[config.mk]
export PLATFORM = sky130hd
export DESIGN_NAME = uart_rx_byte
export DESIGN_NICKNAME = d
export VERILOG_FILES = /design/src/rtl/uart_rx_byte.sv
export SDC_FILE = /design/constraint.sdc
export NUM_CORES = 1
export LEC_CHECK = 0
export CORE_ASPECT_RATIO = 0.8
export CORE_UTILIZATION = 50
export CTS_CLUSTER_SIZE = 40
export DETAILED_ROUTE_END_ITERATION = 8
export HOLD_SLACK_MARGIN = 0.08
export PLACE_DENSITY = 0.7
export SLEW_MARGIN = 20
export SYNTH_ARGS = -nofsm -noshare
export SYNTH_HDL_FRONTEND = slang
export SYNTH_SLANG_ARGS = --single-unit
[constraint.sdc]
create_clock -name clk -period 4.3 [get_ports clk]
set_input_delay 0.43 -clock clk [delete_from_list [all_inputs] [get_ports clk]]
set_output_delay 0.43 -clock clk [all_outputs]
set_load 0.02 [all_outputs]
[src/rtl/uart_rx_byte.sv]
// rtl/uart_rx_byte.sv - 8N1 UART receiver with byte strobe and frame-error strobe
module uart_rx_byte #(
    parameter int CLKS_PER_BIT = 868
) (
    input  logic       clk,
    input  logic       rst_n,
    input  logic       rx_serial_in,
    output logic [7:0] uart_byte_out,
    output logic       RX_DV_out,
    output logic       RX_frame_err_out
);

    localparam int CW = $clog2(CLKS_PER_BIT);
    localparam logic [CW-1:0] HALF = CW'((CLKS_PER_BIT - 1) / 2);
    localparam logic [CW-1:0] LAST = CW'(CLKS_PER_BIT - 1);

    typedef enum logic [2:0] {
        s_IDLE  = 3'd0,
        s_START = 3'd1,
        s_DATA  = 3'd2,
        s_STOP  = 3'd3,
        s_BREAK = 3'd4
    } state_t;

    state_t        state, state_nxt;
    logic [CW-1:0] clk_cnt, cnt_nxt;
    logic [2:0]    bit_idx, idx_nxt;
    logic [7:0]    shift, shift_nxt;
    logic [7:0]    byte_nxt;
    logic          dv_nxt, err_nxt;
    logic          rx_meta, rx_sync;

    // Two-flop synchronizer; resets to the idle-high line level
    always_ff @(posedge clk) begin
        if (!rst_n) begin
            rx_meta <= 1'b1;
            rx_sync <= 1'b1;
        end else begin
            rx_meta <= rx_serial_in;
            rx_sync <= rx_meta;
        end
    end

    // State, counters, shift register and registered strobes
    always_ff @(posedge clk) begin
        if (!rst_n) begin
            state            <= s_IDLE;
            clk_cnt          <= '0;
            bit_idx          <= 3'd0;
            shift            <= 8'h00;
            uart_byte_out    <= 8'h00;
            RX_DV_out        <= 1'b0;
            RX_frame_err_out <= 1'b0;
        end else begin
            state            <= state_nxt;
            clk_cnt          <= cnt_nxt;
            bit_idx          <= idx_nxt;
            shift            <= shift_nxt;
            uart_byte_out    <= byte_nxt;
            RX_DV_out        <= dv_nxt;
            RX_frame_err_out <= err_nxt;
        end
    end

    // Next-state logic: mid-bit start validation, data sampling, stop check
    always_comb begin
        state_nxt = state;
        cnt_nxt   = clk_cnt;
        idx_nxt   = bit_idx;
        shift_nxt = shift;
        byte_nxt  = uart_byte_out;
        dv_nxt    = 1'b0;
        err_nxt   = 1'b0;
        case (state)
            s_IDLE: begin
                cnt_nxt = '0;
                idx_nxt = 3'd0;
                if (!rx_sync) begin
                    state_nxt = s_START;
                end
            end
            s_START: begin
                if (clk_cnt == HALF) begin
                    cnt_nxt   = '0;
                    // A line that is high again at mid-start was only a glitch
                    state_nxt = rx_sync ? s_IDLE : s_DATA;
                end else begin
                    cnt_nxt = clk_cnt + 1'b1;
                end
            end
            s_DATA: begin
                if (clk_cnt == LAST) begin
                    cnt_nxt            = '0;
                    shift_nxt[bit_idx] = rx_sync;
                    if (bit_idx == 3'd7) begin
                        state_nxt = s_STOP;
                    end else begin
                        idx_nxt = bit_idx + 3'd1;
                    end
                end else begin
                    cnt_nxt = clk_cnt + 1'b1;
                end
            end
            s_STOP: begin
                if (clk_cnt == LAST) begin
                    cnt_nxt = '0;
                    if (rx_sync) begin
                        byte_nxt  = shift;
                        dv_nxt    = 1'b1;
                        state_nxt = s_IDLE;
                    end else begin
                        err_nxt   = 1'b1;
                        state_nxt = s_BREAK;
                    end
                end else begin
                    cnt_nxt = clk_cnt + 1'b1;
                end
            end
            s_BREAK: begin
                // Hold here while the line stays low so a break is not read as 0x00 bytes
                cnt_nxt = '0;
                idx_nxt = 3'd0;
                if (rx_sync) begin
                    state_nxt = s_IDLE;
                end
            end
            default: begin
                state_nxt = s_IDLE;
                cnt_nxt   = '0;
                idx_nxt   = 3'd0;
            end
        endcase
    end

endmodule

# Word level (Yosys, flattened, before mapping)
# Cells that the tools add are included.
[op_classes]
n_lt_le_gt_ge = 2
mux = 20
reduce_logical = 9
bitwise_logic = 1
n_addsub = 2
eq_ne = 14
[ops]
columns = ["op", "n"]
rows = [
  ["$mux 3", 9],
  ["$mux 10", 2],
  ["$pmux 10 s2", 1],
  ["$pmux 3 s5", 1],
  ["$ne 2x2->1 const B", 7],
  ["$add 10x1->10 const B", 1],
  ["$eq 10x10->1 const B", 1],
  ["$eq 10x9->1 const B", 1],
  ["$reduce_and 3->1", 3],
  ["$bwmux 8", 1],
  ["$eq 3x2->1 const B", 2],
  ["$eq 3x3->1 const B", 2],
  ["$pmux 3 s2", 1],
  ["$reduce_and 6->1", 1],
  ["$lt 3x4->1 const B", 1],
  ["$reduce_or 2->1", 2],
  ["$add 3x1->3 const B", 1],
  ["$demux 1 s3", 1],
  ["$eq 3x1->1 const B", 1],
  ["$ge 3x1->1 const B", 1],
  ["$logic_not 3->1", 1],
  ["$mux 1", 3],
  ["$mux 2", 1],
  ["$reduce_and 2->1", 1],
  ["other kinds (2)", 2],
]
[totals]
input_bits = 3
elab_cells = 57
reg_bits = 36
out_inout_bits = 10

# Logic depth before layout (Yosys ltp)
[logic_depth]
depth_word = 5
mapped_depth = 7
depth_no_buf = 7

# Worst setup path after synthesis
# Ideal clock, no wire load.
[synth_timing]
kind = "reg-to-reg"
start = "register clk_cnt[3]"
end = "register shift[2]"
setup_slack_ns = 2.331
period_less_slack_ns = 1.969
n_path_buf = 0
setup_ns = 0.116
required_ns = 4.184
path_stages_with_launch = 6
arrival_time_ns = 1.853
path_cell_list = "dfxtp_1 or3b_4 or4_4 nor4b_4 mux2i_1 nor2b_1"
[synth_between]
elab_chain_len = 2
[synth_lines]
columns = ["item", "line", "text"]
rows = [
  ["start: declaration", "26", "logic [CW-1:0] clk_cnt, cnt_nxt;"],
  ["start signal: assignment", "56", "clk_cnt <= cnt_nxt;"],
  ["$eq 10x10->1", "92", "if (clk_cnt == LAST) begin"],
  ["$reduce_and 2->1 (no line)", "n/a", ""],
  ["end signal: assignment", "58", "shift <= shift_nxt;"],
  ["end: declaration", "28", "logic [7:0] shift, shift_nxt;"],
]
# No other way between the ends.
# A chain may end at the register's enable or synchronous reset.

# Final worst setup path
[layout_timing]
start = "register clk_cnt[8]"
end = "register uart_byte_out[5]"
[layout_between]
elab_chain_len = 2
[layout_lines]
columns = ["item", "line", "text"]
rows = [
  ["$eq 10x10->1", "105", "if (clk_cnt == LAST) begin"],
  ["$reduce_and 3->1 (no line)", "n/a", ""],
  ["end signal: assignment", "59", "uart_byte_out <= byte_nxt;"],
  ["end: declaration", "8", "output logic [7:0] uart_byte_out,"],
]
# No other way between the ends.

==> reports/metrics.yaml <==
setup_path:
  r2r-end: "uart_byte_out[5]$_SDFFE_PN0P_"
  cp_max_fo: 8
  reg2reg_setup_slack_ns: 2.17
  crit_path_end_kind: "flop"
  crit_path_cell_trace: "or3b_4 -> or3_2 -> or2_1 -> mux2i_1 -> nor2b_1"
  max_stage_delay_ns: 0.52
  arrival_ns: 2.30
  crit_path_start_kind: "flop"
  r2r-start: "clk_cnt[8]$_SDFF_PN0_"
  cpMaxStageDelayCell: "or3_2"
  cp_data_required_time_ns: 4.47
  path_class: "flop to flop"
  reg2reg_depth: 5
  crit_family: "simple AND/OR/NAND/NOR gates"
  cp.buffers_inverters: 0
clock_network:
  cts_tree: "yes"
  cts_resized: 0
  cts_root_buffer: "clkbuf_8"
  numCtsBuffers: 5
  cts_max_level: 2
  post_cts.repair.setup_buffers: 0
  path_clk_slew_ns: 0.07
  clock_latency_ns: 0.29
  clock_sinks: 36
  ctsHoldBuffers: 0
  clockBufferDepth: 2
synthesis:
  synthCells: 177
  yosysWarnings: 0
  synthArstFlopShare_pct: 0
  synthFlopType: "dfxtp_1"
  syn_nets: 184
  syn_area_per_cell_um2: 9.486
  yosysTopAreaCellShare_pct: 42.92
  ys_seq_area_share_pct: 42.92
  yosysTopAreaCell: "dfxtp_1"
  synth-edff-count: 0
  synth.cell_area_um2: 1679
  yosysMostFrequentCell: "dfxtp_1"
  yosys-top-cells-count: "36 x dfxtp_1, 21 x nor2_1, 19 x nor2b_1, 17 x mux2i_1, 13 x nand2_1"
  synth_cell_types: 35
  yosys-top-cells-area: "dfxtp_1 43%, mux2i_1 10%, nor2b_1 7.1%"
  ys_ff_latch: 36
final_layout:
  drive_gt1_share_pct: 8.021
  final_nets: 193
  antenna_cells: 0
  syn_to_final_growth_pct: 13.04
power:
  cellLeakagePower_nw: 0.6700
  powerDensity_nw_per_um2: 342.2
  ir_drop_mv: 0.2438
  power_w: 0.0006495
floorplan:
  die-height_um: 53.83
  coreArea_um2: 3153
  core.rowCount: 18
  initial_core_util_pct: 53.25
  die_width_um: 66.79
  ios: 13
  die_area_um2: 3595
placed_design:
  port_buffers: 12
  routabilityCongestion: 0.8010
  post-dp-hpwl_um: 2016
flow_run:
  max-cap-violations: 0
drt:
  wirelength_um: 2853
  vias_per_cell: 5.463
  drtIter0Drc: 52
  ant_nets: 0
  first_pass_iters: 4
  detail_route.wl_per_cell_um: 12.57
  num_vias: 1240
  drc: 0
status:
  status: "finished, final reports clean"
global_route:
  grt_overflow_total: 0
  grt_pass1_vias: 1071
  busiest_layer: "met2"
  grt_pass1_wl_um: 4823
  grt_util_all_layers_pct: 18.57
  gr-usage-met3_pct: 5.720
  antenna_found_initial: 0
  met1_usage_pct: 23.90
  grt_max_degree: 31
  grt_util_met2_pct: 28.62
sta:
  setup_violations: 0
  hold_ws_ns: 0.4182
  finalHoldViolCount: 0
  rsz0062_at_grt: "false"
  skew_ns: 0.004676
  final.setup.tns_ns: 0
  period_needed_ns: 2.128
  slew_headroom_pct: 47.22
  tightestPinTransition_ns: 0.7893
  finalCritPeriodShare_pct: 49.50
  drv_slew: 0
  fmax_mhz: 469.8
worst_hold_path:
  whs_path_depth: 1
  min_from: "rx_meta$_SDFF_PN1_"
  worstHoldEndpoint: "rx_sync$_SDFF_PN1_"
  min_path_type: "flop to flop"
==> metrics by stage <==
step                      std cells  setup slack, ns  util [%]  cell area (µm²)
after floorplan                 177            2.331         -             1679
after global routing            227            2.037     60.20             1898
final                           227            2.172     60.20             1898
after detailed placement        219            2.159     57.26             1805
after CTS                       227            2.153     60.20             1898
after global placement          219            2.188     57.26             1805
==> logic make-up after synthesis <==
kind of cell	share of synthesized area, %
flops	42.92
fa+ha+maj	2.981
xor+xnor	4.173
compound gates	4.769
mux	10.13
buf+inv	3.501
simple gates	31.52
==> how the worst max path moves through the flow <==
stage | slack, ns | depth (start not counted) | startpoint | endpoint
global placement | 2.19 | 5 | clk_cnt[8]$_SDFF_PN0_ | uart_byte_out[2]$_SDFFE_PN0P_
finish | 2.17 | 5 | clk_cnt[8]$_SDFF_PN0_ | uart_byte_out[5]$_SDFFE_PN0P_
CTS | 2.15 | 5 | clk_cnt[3]$_SDFF_PN0_ | uart_byte_out[5]$_SDFFE_PN0P_
floorplan | 2.33 | 5 | clk_cnt[3]$_SDFF_PN0_ | shift[2]$_SDFFE_PN0P_
detailed placement | 2.16 | 3 | rst_n | clk_cnt[7]$_SDFF_PN0_
global route | 2.04 | 6 | clk_cnt[0]$_SDFF_PN0_ | uart_byte_out[5]$_SDFFE_PN0P_
==> worst reg2reg max path: stages, from the launching register on <==
cell	delay (ns)
dfxtp_1	0.37
or3b_4	0.42
or3_2	0.52
or2_1	0.42
mux2i_1	0.22
nor2b_1	0.07
==> cell usage in the layout (no fill, tap or decap), drive strengths merged, types with 3 or more instances in the layout <==
cell           instances
mux2i                 17
clkbuf                 6
nand3                  7
nand2b                 3
clkdlybuf4s50         12
nor2b                 19
ha                     4
nor2                  21
nand4b                 4
inv                    4
nor4                   5
nand2                 13
xnor2                  6
a21oi                  3
nor4b                  3
nor3                   3
dfxtp                 36
==> flip-flops by register name, indices dropped and copies added, names as in the netlist <==
| register | count |
|---|---|
| clk_cnt | 10 |
| shift | 8 |
| uart_byte_out | 8 |
| bit_idx | 3 |
| state | 3 |
| RX_DV_out | 1 |
| RX_frame_err_out | 1 |
| rx_meta | 1 |
| rx_sync | 1 |
==> cell type report <==
cell class	instances	area, µm²
fill	282	1255
inverter	4	15.01
tap	40	50.05
clock buffer	6	82.58
timing repair buffer	12	120.1
clock inverter	2	10.01
sequential	36	720.7
multi-input combinational	127	899.6
==> layer usage <==
layer  share of wire, %  vias up  wire length, µm
met5                  0        -                0
met2                 47       16             1332
met1                 48      589             1380
li1                   -      628                -
met3                2.9        7               83
met4                2.0        0               56
==> power breakdown <==
part / leakage, nW / total [W] / switching [W] / internal [W]
Sequential: 0.291 / 0.000353 / 0.0000126 / 0.000341
Combinational: 0.328 / 0.0000543 / 0.0000341 / 0.0000202
Clock: 0.0510 / 0.000242 / 0.000114 / 0.000128
Total: 0.670 / 0.000650 / 0.000161 / 0.000489
Power figures use the tool's default switching activity.
